### src/rtl/vga_pkg.sv
// Shared timing constants for the 800x600 @ 60 Hz, 40 MHz video pipeline.
package vga_pkg;

    localparam int unsigned H_Tot_time   = 1056;
    localparam int unsigned H_Blank_time = 800;
    localparam int unsigned H_Sync_start = 840;
    localparam int unsigned H_Back_time  = 968;

    localparam int unsigned V_Tot_time   = 628;
    localparam int unsigned V_Blank_time = 600;
    localparam int unsigned V_Sync_start = 601;
    localparam int unsigned V_Back_time  = 605;

    localparam int unsigned COUNT_W = 11;

endpackage

### src/rtl/vga_axis_counter.sv
// One timing axis: wrapping position counter plus registered sync/blank
// strobes derived from the next-state count so they never skew.
module vga_axis_counter
    import vga_pkg::*;
#(
    parameter int unsigned TOTAL       = H_Tot_time,
    parameter int unsigned BLANK_START = H_Blank_time,
    parameter int unsigned SYNC_START  = H_Sync_start,
    parameter int unsigned SYNC_END    = H_Back_time
) (
    input  logic               clk,
    input  logic               rst_n,
    input  logic               inc,
    output logic [COUNT_W-1:0] count,
    output logic               sync,
    output logic               blnk,
    output logic               wrap_out
);

    localparam logic [COUNT_W-1:0] LAST   = COUNT_W'(TOTAL - 1);
    localparam logic [COUNT_W-1:0] BLANK  = COUNT_W'(BLANK_START);
    localparam logic [COUNT_W-1:0] SYNC_S = COUNT_W'(SYNC_START);
    localparam logic [COUNT_W-1:0] SYNC_E = COUNT_W'(SYNC_END);

    logic [COUNT_W-1:0] count_d, count_q;
    logic               sync_d, sync_q;
    logic               blnk_d, blnk_q;
    logic               at_last;

    assign at_last  = (count_q == LAST);
    assign wrap_out = inc && at_last;

    always_comb begin
        count_d = count_q;
        if (inc) begin
            count_d = at_last ? '0 : count_q + 1'b1;
        end
        sync_d = (count_d >= SYNC_S) && (count_d < SYNC_E);
        blnk_d = (count_d >= BLANK);
    end

    always_ff @(posedge clk or negedge rst_n) begin
        if (!rst_n) begin
            count_q <= '0;
            sync_q  <= 1'b0;
            blnk_q  <= 1'b0;
        end else begin
            count_q <= count_d;
            sync_q  <= sync_d;
            blnk_q  <= blnk_d;
        end
    end

    assign count = count_q;
    assign sync  = sync_q;
    assign blnk  = blnk_q;

endmodule

### src/rtl/vga_timing.sv
// Free-running 800x600 VGA timing generator: H axis chained into V axis,
// with a registered one-cycle frame_start on the (1055,627)->(0,0) wrap.
module vga_timing
    import vga_pkg::*;
(
    input  logic               clk,
    input  logic               rst_n,
    input  logic               en,
    output logic [COUNT_W-1:0] hcount,
    output logic [COUNT_W-1:0] vcount,
    output logic               hsync,
    output logic               vsync,
    output logic               hblnk,
    output logic               vblnk,
    output logic               frame_start
);

    logic h_wrap;
    logic v_wrap;
    logic frame_start_d, frame_start_q;

    vga_axis_counter #(
        .TOTAL      (H_Tot_time),
        .BLANK_START(H_Blank_time),
        .SYNC_START (H_Sync_start),
        .SYNC_END   (H_Back_time)
    ) u_h (
        .clk     (clk),
        .rst_n   (rst_n),
        .inc     (en),
        .count   (hcount),
        .sync    (hsync),
        .blnk    (hblnk),
        .wrap_out(h_wrap)
    );

    vga_axis_counter #(
        .TOTAL      (V_Tot_time),
        .BLANK_START(V_Blank_time),
        .SYNC_START (V_Sync_start),
        .SYNC_END   (V_Back_time)
    ) u_v (
        .clk     (clk),
        .rst_n   (rst_n),
        .inc     (h_wrap),
        .count   (vcount),
        .sync    (vsync),
        .blnk    (vblnk),
        .wrap_out(v_wrap)
    );

    // v_wrap already implies h_wrap; held while en is low
    always_comb begin
        frame_start_d = frame_start_q;
        if (en) begin
            frame_start_d = v_wrap;
        end
    end

    always_ff @(posedge clk or negedge rst_n) begin
        if (!rst_n) begin
            frame_start_q <= 1'b0;
        end else begin
            frame_start_q <= frame_start_d;
        end
    end

    assign frame_start = frame_start_q;

endmodule
### config.mk
export PLATFORM = sky130hd
export DESIGN_NAME = vga_timing
export DESIGN_NICKNAME = d
export VERILOG_FILES = /design/src/rtl/vga_pkg.sv /design/src/rtl/vga_axis_counter.sv /design/src/rtl/vga_timing.sv
export SDC_FILE = /design/constraint.sdc
export NUM_CORES = 1
export LEC_CHECK = 0
export ABC_AREA = 1
export BUFFER_PORTS_ARGS = -buffer_cell sky130_fd_sc_hd__buf_2
export CAP_MARGIN = 15
export CORE_ASPECT_RATIO = 0.9
export CORE_MARGIN = 2
export CORE_UTILIZATION = 55
export CTS_CLUSTER_DIAMETER = 80
export DETAILED_ROUTE_END_ITERATION = 16
export GPL_ROUTABILITY_DRIVEN = 0
export PLACE_DENSITY = 0.78
export RECOVER_POWER = 25
export SLEW_MARGIN = 20
export SYNTH_ARGS = -nofsm -noshare
export SYNTH_HDL_FRONTEND = slang
export SYNTH_HIERARCHICAL = 1
export SYNTH_SLANG_ARGS = --single-unit
### constraint.sdc
create_clock -name clk -period 2.8 [get_ports clk]
set_input_delay 0.28 -clock clk [delete_from_list [all_inputs] [get_ports clk]]
set_output_delay 0.28 -clock clk [all_outputs]
set_load 0.005 [all_outputs]
; Word-level counts from Yosys, hierarchy flattened
; Index checks and enable logic that the tools add are counted.
[totals]
reg_bits = 27
input_bits = 3
elab_cells = 25
[op_classes]
addsub = 2
n_lt_le_gt_ge = 6
eq_ne = 2
n_mux = 4
n_reduce_logical = 4
[op_table]
columns = operator, count
row1 = "greater-or-equal comparator 11 x 10 -> 1 bit, second input constant", 4
row2 = two-way mux 11 bit, 4
row3 = "adder 11 x 1 -> 11 bit, second input constant", 2
row4 = "less-than comparator 11 x 10 -> 1 bit, second input constant", 2
row5 = "== test 11 x 10 -> 1 bit, second input constant", 1
row6 = "== test 11 bit, second input constant", 1
row7 = logical AND 1 bit, 4

; Depth between registers and ports, before layout
; Gate-level depths: netlist of run 1.
[logic_depth]
depth_word = 5
mapped_depth = 17
mapped_depth_nobuf = 16

; Hierarchy
; Netlist of run 1, hierarchy kept.
[modules_own_cells]
columns = module, n_inst, cells_per_inst, area_per_inst_um2
row1 = vga_axis_counter at u_v, 1, 121, 905.9
row2 = vga_axis_counter at u_h, 1, 115, 829.5
row3 = vga_timing, 1, 5, 40.0

; Least setup slack after synthesis of run 1
; OpenSTA, ideal clock, no wires.
[synth_path]
path_type = register -> register
start = register u_h.count_q[0] (netlist: u_h/count[0])
end = register u_v.sync_q (netlist: u_v/sync)
t_arrival_ns = 1.910
path_slack_ns = 0.774
path_stages_with_launch = 16
n_path_buf = 1
path_cell_list = dfrtp_1 ha_1 inv_1 nor3_1 nand3_1 inv_1 buf_6 nand2_2 nor2_4 nand4_1 nand2_1 nand2_2 nor2_4 nand3_1 nand2_1 nor2_1
[synth_via]
elab_chain_cells = 5
[synth_lines]
columns = element, line
row1 = from (decl), vga_axis_counter.sv:25  ; logic [COUNT_W-1:0] count_d, count_q;
row2 = from (signal assigned), vga_axis_counter.sv:48  ; count_q <= count_d;
row3 = == test 11 bit (*), vga_axis_counter.sv:30  ; assign at_last = (count_q == LAST);
row4 = logical AND 1 bit (*), vga_axis_counter.sv:31  ; assign wrap_out = inc && at_last;
row5 = via h_wrap, vga_timing.sv:18  ; logic h_wrap;
row6 = two-way mux 11 bit (*), vga_axis_counter.sv:35  ; if (inc) begin
row7 = greater-or-equal comparator 11 x 10 -> 1 bit / less-than comparator 11 x 10 -> 1 bit (equally long branches), vga_axis_counter.sv:38  ; sync_d = (count_d >= SYNC_S) && (count_d < SYNC_E);
row8 = logical AND 1 bit (*), vga_axis_counter.sv:38
row9 = via u_v.sync_d, vga_axis_counter.sv:26  ; logic sync_d, sync_q;
row10 = to (signal assigned), vga_axis_counter.sv:49  ; sync_q <= sync_d;
row11 = to (decl), vga_axis_counter.sv:26
; Mark *: on every way through the listed nets, which the timed path passes. The rest lies on a longest branch.
; A chain may end at the register's enable or synchronous reset.

; Worst setup path in the final report of run 1
[layout_path]
start = register u_h.count_q[0] (netlist: u_h/count[0])
end = register u_v.sync_q (netlist: u_v/sync)
[layout_via]
elab_chain_cells = 5
[layout_lines]
columns = element, line
row1 = == test 11 bit (*), vga_axis_counter.sv:30
row2 = logical AND 1 bit (*), vga_axis_counter.sv:31
row3 = via h_wrap, vga_timing.sv:18
row4 = two-way mux 11 bit (*), vga_axis_counter.sv:35
row5 = via u_v.count_d[5], vga_axis_counter.sv:25
row6 = greater-or-equal comparator 11 x 10 -> 1 bit / less-than comparator 11 x 10 -> 1 bit (equally long branches), vga_axis_counter.sv:38
row7 = logical AND 1 bit (*), vga_axis_counter.sv:38
row8 = via u_v.sync_d, vga_axis_counter.sv:26
; Marks and branches as above.

==> results of run 1 <==
==> kinds of logic after synthesis <==
kind of cell    after synthesis  synth area share
simple gates                146            0.4334
flops                        27            0.3806
buf+inv                      53            0.1212
xor+xnor                      3           0.01480
fa+ha+maj                     2           0.01409
compound gates               10           0.03594
==> flip-flops by register name, summed over array words and instances, names as in the netlist <==
name and count:
u_h/blnk 1, frame_start 1, u_h/sync 1, u_v/blnk 1
u_h/count 11, u_v/sync 1, u_v/count 11
==> area by class of cell <==
class | instances | area [um2] | area share
well taps | 42 | 52.55 | 0.02627
flip-flops and latches | 27 | 675.6 | 0.3377
clock buffers | 3 | 22.52 | 0.01126
multi-input cells | 161 | 884.6 | 0.4422
repair buffers | 31 | 161.4 | 0.08068
inverters | 51 | 196.4 | 0.09819
clock inverters | 1 | 7.507 | 0.003752
==> per-layer routing <==
layer | routed length (um) | global-route usage | up-vias | part of all wire
li1 | - | - | 804 | -
met1 | 1798 | 0.3207 | 697 | 0.50
met2 | 1580 | 0.3304 | 40 | 0.44
met3 | 198 | 0.04078 | 2 | 0.055
met4 | 16 | 0.04658 | 0 | 0.0045
met5 | 0 | 0 | - | 0
==> power breakdown <==
group | switching (mW) | leakage [nW] | internal, mW
logic | 0.316 | 0.780 | 0.199
clock network | 0.115 | 0.0139 | 0.0547
registers | 0.134 | 0.297 | 0.475
==> worst max-delay path: cells and delay by family, from the launching register on <==
family / cells / cell delay [ps]
buffers and inverters: 3 / 460
adders and majority gates: 1 / 240
AOI/OAI and AO/OA: 1 / 140
DFF: 1 / 470
and+or+nand+nor: 10 / 1140
==> how the worst max path moves through the flow <==
stage,end,start
6_report,u_v/sync,u_h/count[0]
5_1_grt,u_v/sync,u_h/count[0]
4_1_cts,u_v/sync,u_h/count[0]
3_5_place_dp,u_v/sync,u_h/count[0]
3_3_place_gp,u_v/sync,u_h/count[0]
2_1_floorplan,u_v/sync,u_h/count[0]
==> cells in the final DEF (no fill, tap or decap), types with 2 or more instances in the layout <==
cell type	synthesis	routed
a21oi_1	2	2
buf_2	0	28
clkbuf_4	0	3
clkinv_2	2	2
dfrtp_1	27	27
ha_1	2	2
inv_1	44	44
inv_2	4	4
nand2_1	60	60
nand2_2	15	15
nand3_1	20	20
nand3_2	5	5
nand4_1	7	7
nor2_1	15	15
nor2_2	8	8
nor2_4	7	7
nor3_1	5	5
o21ai_0	3	3
o21ai_2	2	2
xor2_1	3	3
==> metrics by stage <==
stage	util	hold slack, ps	cell area, um2
after floorplan	-	-15.59	1775
after global placement	0.6397	327.2	1962
after detailed placement	0.6397	313.9	1962
after CTS	0.6528	276.9	2002
after global routing	0.6524	279.4	2001
final	0.6524	276.8	2001
==> flow_summary_export.csv, run 1 <==
group,metric,value,unit
grt,grt_max_degree,28,
critical_path,rr_startpoint,"u_h/count[0]",
grt,grt_pass1_wl,6.251,mm
critical_path,worstPathArrival,2790,ps
yosys,synthTopCellsByArea,"dfrtp_1 (38%), nand2_1 (13%), inv_1 (9.3%), nand3_1 (5.6%), nand2_2 (5.3%)",
power_and_ir_drop,power.density,646.5,mW/mm2
detailed_routing,vias_per_cell,4.883,
yosys,synthDominantCellAreaShare,0.3805,
yosys,ys_seq_area_frac,0.3805,
timing,finalSetupViolations,0,
clock_tree,cts_buffers,3,
layout,drive_above_1_share,0.2993,
die,io_pins,30,
timing,tns,0,ps
layout,fillers,291,
min_path,worstHoldEndpoint,"frame_start",
grt,antenna_found_initial,0,
critical_path,r2r_setup_slack,290,ps
min_path,hold_path.class,"input pin to register",
timing,min_period,2514,ps
min_path,hold_start,"en",
layout,area_delta_synth_final,12.69,%
yosys,syn_area,0.001775,mm2
grt,grt_pass1_vias,1459,
yosys,yosysMostFrequentCell,"nand2_1",
clock_tree,clock_path_buffers,2,
yosys,async_reset_ff_frac,1.000,
placement,dpl.cell_count,311,
timing,tightest_slew,1387,ps
die,rows,19,
detailed_routing,wl_per_cell,11.37,um
grt,overflow,0,
critical_path,cp.required,3070,ps
power_and_ir_drop,p_leak,1.091,nW
min_path,hold_depth,3,
placement,dp_hpwl,2.874,mm
layout,final_nets,280,
critical_path,critPathLaunchType,"register",
placement,io_buffers,29,
detailed_routing,routed_wirelength,3.593,mm
detailed_routing,first_iter_violations,122,
clock_tree,cts.clk_slew.worst_paths,140,ps
detailed_routing,drcViolationCount,0,
yosys,synth_edf_count,0,
placement,place_ws,345.2,ps
yosys,synth_seq_cells,27,
clock_tree,cts_htree_levels,1,
yosys,synth_fp_nets,246,
die,die_area,0.003699,mm2
timing,relSlewSlack,0.07524,
critical_path,reg2reg_depth,15,
clock_tree,ctsHoldBuffers,1,
timing,period_share,0.8980,
critical_path,cpMaxStageDelayCell,"dfrtp_1",
clock_tree,cts_resized,0,
timing,finalHoldViolations,0,
die,initial_core_util,0.5789,
yosys,synth_commonest_cells,"nand2_1 (60), inv_1 (44), dfrtp_1 (27)",
timing,fin_ws,285.7,ps
clock_tree,clk_latency,330,ps
job,cap_viol_max_count,0,
clock_tree,clockRootBuffer,"clkbuf_4",
critical_path,crit_chain,"ha_1 > inv_1 > nor3_1 > nand3_1 > inv_1 > inv_1 > nor2_1 > nand3_4 > nand2_1 > nor2_2 > nand2_1 > nand2_2 > a21oi_2 > nand2_1 > nor2_1",
detailed_routing,drt.antenna.violating_nets,0,
yosys,synthFlopType,"dfrtp_1",
layout,diodes,0,
die,die_height,57.90,um
power_and_ir_drop,p_total,1.293,mW
yosys,syn_avg_cell_area,7.367,um2
yosys,synth.distinct_cells,28,
yosys,syn_inst,241,
power_and_ir_drop,ir_worst_vdd,0.5832,mV
yosys,yosysWarningCount,6,
die,die_w,63.89,um
critical_path,slowest_delay,470,ps
timing,slew_violations,0,
timing,max_clock_freq,397.7,MHz
detailed_routing,vias,1543,
layout,instances_no_fill,316,
timing,rsz0062_at_grt,"false",
clock_tree,cts_tree,"built",
detailed_routing,dr.pass1.iters,4,
critical_path,path_class,"register to register",
critical_path,cp_max_fo,9,
timing,skew,3.828,ps
clock_tree,post_cts_buffers,0,
critical_path,endpoint_kind,"register",
clock_tree,cts.sink_count,27,
grt,track_usage,0.2156,
yosys,synth_largest_area_cell,"dfrtp_1",
status,status,"completed",
critical_path,r2r-end,"u_v/sync",
die,coreArea,0.003067,mm2
Power figures use the tool's default switching activity.
==> run 2, diff against run 1 <==
- SYNTH_HIERARCHICAL: 1 -> default
==> flow_summary_export.csv, run 2 <==
group,metric,value,unit
yosys,yosysMostFrequentCell,"nand2_1",
timing,max_clock_freq,538.2,MHz
power_and_ir_drop,ir_worst_vdd,0.5044,mV
placement,dpl.cell_count,304,
grt,grt_use_met2,0.3527,
timing,finalSetupViolations,0,
critical_path,rr_startpoint,"u_v.count[0]",
yosys,synth.distinct_cells,27,
clock_tree,clock_path_buffers,2,
detailed_routing,vias,1596,
grt,grt_pass1_wl,6.768,mm
clock_tree,clockRootBuffer,"clkbuf_4",
yosys,synth_seq_cells,27,
yosys,syn_area,0.001775,mm2
yosys,yosysWarningCount,0,
timing,min_period,1858,ps
grt,met1_usage,0.3461,
timing,tns,0,ps
die,coreArea,0.003067,mm2
die,rows,19,
timing,slew_violations,0,
grt,grt_use_met3,0.04272,
critical_path,path_class,"register to register",
clock_tree,cts.sink_count,27,
detailed_routing,first_iter_violations,151,
critical_path,critPathLaunchType,"register",
yosys,ys_seq_area_frac,0.3805,
yosys,synth_commonest_cells,"nand2_1 (74), dfrtp_1 (27), inv_1 (26)",
critical_path,reg2reg_depth,14,
placement,io_buffers,29,
power_and_ir_drop,power.density,551.8,mW/mm2
critical_path,r2r-end,"u_v.sync",
placement,dp_hpwl,3.004,mm
min_path,hold_path.class,"input pin to register",
critical_path,crit_chain,"ha_1 > nand3_1 > nor2_1 > nand2_1 > nand2_1 > nand2_1 > nand2_1 > nand2_2 > inv_1 > nand2_2 > nor2_4 > nand3_1 > nand2_1 > nor2_1",
job,cap_viol_max_count,0,
layout,drive_above_1_share,0.2584,
min_path,hold_depth,3,
layout,layout_common_cells,"nand2_1 (74), buf_2 (28), dfrtp_1 (27), inv_1 (26), nor2_1 (21)",
critical_path,r2r_setup_slack,940,ps
timing,rsz0062_at_grt,"false",
layout,design_area,0.001997,mm2
grt,grt_pass1_vias,1461,
yosys,syn_inst,234,
layout,diodes,0,
clock_tree,cts_resized,0,
layout,area_delta_synth_final,12.47,%
clock_tree,cts_tree,"built",
yosys,synthFlopType,"dfrtp_1",
critical_path,cpMaxStageDelayCell,"dfrtp_1",
layout,final_nets,273,
min_path,hold_start,"en",
layout,layout_commonest_cell,"nand2_1",
critical_path,crit_family,"simple AND/OR/NAND/NOR gates",
critical_path,slowest_delay,450,ps
detailed_routing,vias_per_cell,5.165,
timing,finalHoldViolations,0,
grt,busiest_layer,"met2",
detailed_routing,wl_per_cell,12.28,um
yosys,synthTopCellsByArea,"dfrtp_1 (38%), nand2_1 (16%), inv_1 (5.5%), nand3_1 (4.5%), nor2_1 (4.4%)",
grt,track_usage,0.2356,
clock_tree,post_cts_buffers,0,
critical_path,cp.required,3030,ps
layout,instances_no_fill,309,
critical_path,cpMostUsedCell,"nand2_1",
clock_tree,cts.clk_slew.worst_paths,140,ps
critical_path,cp_max_fo,5,
power_and_ir_drop,p_leak,1.011,nW
clock_tree,clk_latency,320,ps
detailed_routing,drt.antenna.violating_nets,0,
power_and_ir_drop,p_total,1.102,mW
min_path,worstHoldEndpoint,"u_h.count[1]",
timing,skew,7.302,ps
grt,overflow,0,
yosys,syn_avg_cell_area,7.587,um2
critical_path,endpoint_kind,"register",
timing,period_share,0.6636,
critical_path,worstPathArrival,2090,ps
layout,fillers,274,
critical_path,cp_num_buf_inv,1,
timing,tightest_slew,1398,ps
detailed_routing,drcViolationCount,0,
grt,antenna_found_initial,0,
die,initial_core_util,0.5789,
detailed_routing,dr.pass1.iters,5,
layout,seqCellArea,675.6,um2
die,io_pins,30,
layout,postLayoutCoreUtil,0.6512,
die,die_height,57.90,um
placement,place_ws,965.2,ps
yosys,synthDominantCellAreaShare,0.3805,
yosys,async_reset_ff_frac,1.000,
critical_path,crit_cells,14,
timing,fin_ws,941.9,ps
clock_tree,cts_htree_levels,1,
yosys,synth_edf_count,0,
timing,hold-worst-slack,318.0,ps
placement,dpl_cell_area,0.001962,mm2
die,die_area,0.003699,mm2
status,status,"completed",
clock_tree,cts_buffers,3,
yosys,synth_largest_area_cell,"dfrtp_1",
grt,grt_max_degree,28,
die,die_w,63.89,um
layout,multi_input_area,955.9,um2
timing,relSlewSlack,0.06767,
yosys,synth_fp_nets,239,
detailed_routing,routed_wirelength,3.795,mm
## run 2: final cells by class
type / count / area share
repair buffers: 30 / 0.07707
well taps: 42 / 0.02632
flip-flops and latches: 27 / 0.3383
inverters: 34 / 0.06642
clock buffers: 4 / 0.01316
multi-input cells: 172 / 0.4787
## run 2: tightest hold or removal path, cell delays in order
cell and delay [ps]:
buf_2 180, nand3_1 110, nand2_1 50
## run 2: cell families (layout without fill, tap and decap cells)
kind of cell               count (synthesis)  count (layout)  share of synthesized area
DFF                                       27              27                     0.3806
and+or+nand+nor                          148             148                     0.4398
xor gates and xnor gates                   8               8                    0.03947
adders and majority gates                  2               2                    0.01409
AOI/OAI and AO/OA                         14              14                    0.04510
buffers and inverters                     35              68                    0.08104
## run 2: power by group
group | internal [mW] | total (mW) | switching, mW
Combinational | 0.134 | 0.381 | 0.247
Sequential | 0.458 | 0.552 | 0.0942
Clock | 0.0558 | 0.168 | 0.113
## run 2: timing repair
action / 4_1_cts / 5_1_grt
hold buffers: 1 / 0
endpoints found under the setup margin: 0 / 0
hold endpoints to repair: 27 / 0
## run 2: worst max-delay path by stage
stage / startpoint / end / slack [ps]
after CTS: u_h.count[1] / u_v.sync / 940
after detailed placement: u_h.count[1] / u_h.blnk / 970
after global routing: u_h.count[1] / u_v.sync / 690
final: u_v.count[0] / u_v.sync / 940
after global placement: u_h.count[1] / u_v.sync / 1020
after floorplan: u_h.count[1] / u_v.sync / 1150
## run 2: layer usage
layer / routed length (um) / share of wire
met5: 0 / 0
met4: 19 / 0.0050
met3: 248 / 0.065
met2: 1783 / 0.47
met1: 1744 / 0.46
==> run 3, diff against run 2 <==
- ABC_AREA: 1 -> 0
- PLACE_DENSITY: 0.78 -> 0.79
- clock period: 2.8 -> 1.8 ns (I/O delays scaled with it)
==> flow_summary_export.csv, run 3 <==
group,metric,value,unit
grt,grt_pass1_vias,1450,
timing,period_share,1.112,
timing,skew,8.621,ps
yosys,synthAdderAreaFrac,0.01567,
layout,drive_above_1_share,0.4592,
die,die_area,0.003350,mm2
grt,grt_pass1_wl,6.575,mm
clock_tree,cts_tree,"built",
detailed_routing,met2WireLength,2.079,mm
clock_tree,cts_htree_levels,1,
die,die_w,60.79,um
yosys,yosysWarningCount,0,
job,cap_viol_max_count,0,
die,coreArea,0.002748,mm2
critical_path,worstPathArrival,2250,ps
timing,fin_ws,-201.4,ps
layout,instances_no_fill,273,
yosys,ys_seq_area_frac,0.4232,
critical_path,cp_max_fo,3,
detailed_routing,routed_wirelength,4.505,mm
layout,final_nets,239,
detailed_routing,m1WireLength,1.999,mm
power_and_ir_drop,ir_worst_vdd,0.5319,mV
clock_tree,clk_latency,330,ps
critical_path,cp.required,2050,ps
layout,area_delta_synth_final,41.22,%
clock_tree,cts.sink_count,27,
yosys,async_reset_ff_frac,1.000,
detailed_routing,drt.antenna.violating_nets,0,
yosys,synth_edf_count,0,
clock_tree,clockRootBuffer,"clkbuf_4",
yosys,synth_fp_nets,171,
detailed_routing,dr.pass1.iters,4,
yosys,syn_area,0.001597,mm2
yosys,synthMuxAreaShare,0.01332,
clock_tree,clock_path_buffers,2,
yosys,synth_compound_area_frac,0.1520,
timing,max_clock_freq,499.6,MHz
layout,layout_common_cells,"buf_4 (39), buf_2 (28), dfrtp_1 (27), nand3_1 (14), nand2_1 (11)",
yosys,synth_top_family_by_area,"simple AND/OR/NAND/NOR gates",
timing,tns,-601.4,ps
timing,finalHoldViolations,0,
die,rows,18,
critical_path,endpoint_kind,"register",
yosys,synthDominantCellAreaShare,0.4232,
detailed_routing,top_layer,"met4",
detailed_routing,drcViolationCount,0,
timing,hold-worst-slack,180.5,ps
yosys,syn_inst,166,
status,status,"finished with violations",
critical_path,path_class,"register to register",
detailed_routing,wl_per_cell,16.50,um
yosys,synth_xor_area_frac,0.07132,
clock_tree,cts.clk_slew.worst_paths,150,ps
placement,dpl_cell_area,0.002034,mm2
placement,dpl.cell_count,263,
die,initial_core_util,0.5811,
yosys,synth_largest_area_cell,"dfrtp_1",
layout,design_area,0.002255,mm2
power_and_ir_drop,power.density,647.7,mW/mm2
timing,relSlewSlack,0.5606,
yosys,synthFlopType,"dfrtp_1",
yosys,synthTopCellsByArea,"dfrtp_1 (42%), nand3_1 (5.0%), xnor2_1 (4.9%), o21ai_0 (3.8%), nand2_1 (3.3%)",
yosys,synth.distinct_cells,46,
die,io_pins,30,
min_path,hold_path.class,"input pin to register",
yosys,synth_seq_cells,27,
yosys,synth_commonest_cells,"dfrtp_1 (27), nand3_1 (16), nand2_1 (14)",
layout,postLayoutCoreUtil,0.8206,
grt,grt_max_degree,28,
detailed_routing,wl_met3,358,um
timing,slew_violations,0,
placement,place_ws,-143.8,ps
power_and_ir_drop,p_total,1.460,mW
timing,finalSetupViolations,6,
detailed_routing,vias,1611,
timing,tightest_slew,659.1,ps
die,die_height,55.11,um
yosys,yosys.area_share.simple,0.2719,
detailed_routing,vias_per_cell,5.901,
clock_tree,cts_buffers,3,
placement,dp_hpwl,3.173,mm
layout,diodes,0,
timing,rsz0062_at_grt,"true",
grt,antenna_found_initial,0,
critical_path,critPathLaunchType,"register",
power_and_ir_drop,p_leak,1.098,nW
detailed_routing,first_iter_violations,79,
layout,layout_commonest_cell,"buf_4",
status,violations,"setup timing",
placement,io_buffers,29,
grt,overflow,0,
yosys,syn_avg_cell_area,9.618,um2
yosys,yosysMostFrequentCell,"dfrtp_1",
timing,min_period,2001,ps
grt,track_usage,0.2690,
## run 3: cell count changes after synthesis, moves of 7 or more
cell	before	now
nor2_1	21	9
nand2_1	74	14
buf_2	0	7
nor2_4	7	0
nand2_2	7	0
inv_1	26	3
xnor2_1	0	9
o21ai_0	5	12
inv_2	7	0
## run 3: power breakdown
group | internal [mW] | total (mW) | switching [mW]
Sequential | 0.660 | 0.717 | 0.0574
Combinational | 0.226 | 0.477 | 0.251
Clock | 0.0836 | 0.267 | 0.183
Total | 0.969 | 1.46 | 0.492
## run 3: timing repair
action | 4_1_cts | 5_1_grt
resized for setup | 8 | 27
setup endpoints to repair | 9 | 13
pin swaps | 3 | 18
cloned | 0 | 0
buffers inserted | 1 | 6
hold buffers | 1 | 0
hold endpoints to repair | 27 | 0
## run 3: cell families (layout without fill, tap and decap cells)
kind of cell,Yosys count,in the layout
XOR/XNOR,13,13
AO/OA/AOI/OAI,35,35
AND/OR/NAND/NOR,72,72
adder cells (fa/ha/maj),2,2
flip-flops,27,27
multiplexers,2,2
buffers and inverters,15,82
## run 3: final timing paths
kind	startpoint	to	slack [ps]	cells after the start
max in group asynchronous	rst_n	u_v.count[2]	990	2
max reg2reg	u_h.count[9]	u_v.sync	-200	6
min in group asynchronous	rst_n	u_h.count[5]	380	2
min reg2reg	frame_start	frame_start	560	2
max	u_h.count[9]	u_v.sync	-200	6
min	en	u_h.count[0]	180	3
## run 3: final cells by class
| type | count | area (um2) |
|---|---|---|
| Clock buffer | 3 | 22.52 |
| Multi-Input combinational cell | 124 | 974.7 |
| Clock inverter | 1 | 5.005 |
| Sequential cell | 27 | 675.6 |
| Fill cell | 159 | 493.0 |
| Tap cell | 40 | 50.05 |
| Timing Repair Buffer | 75 | 515.5 |
| Inverter | 3 | 11.26 |
## run 3: layer usage
layer / GRT usage / vias up
met5: 0 / -
met4: 0.08696 / 0
met3: 0.03256 / 11
met2: 0.4427 / 90
met1: 0.3705 / 771
li1: - / 739
## run 3: critical path, cell delays in order, from the launching register on
cell	delay [ps]
dfrtp_1	440
nor4b_4	380
and4_1	270
nand4_1	130
xnor2_1	180
a311oi_2	280
nor4b_2	250
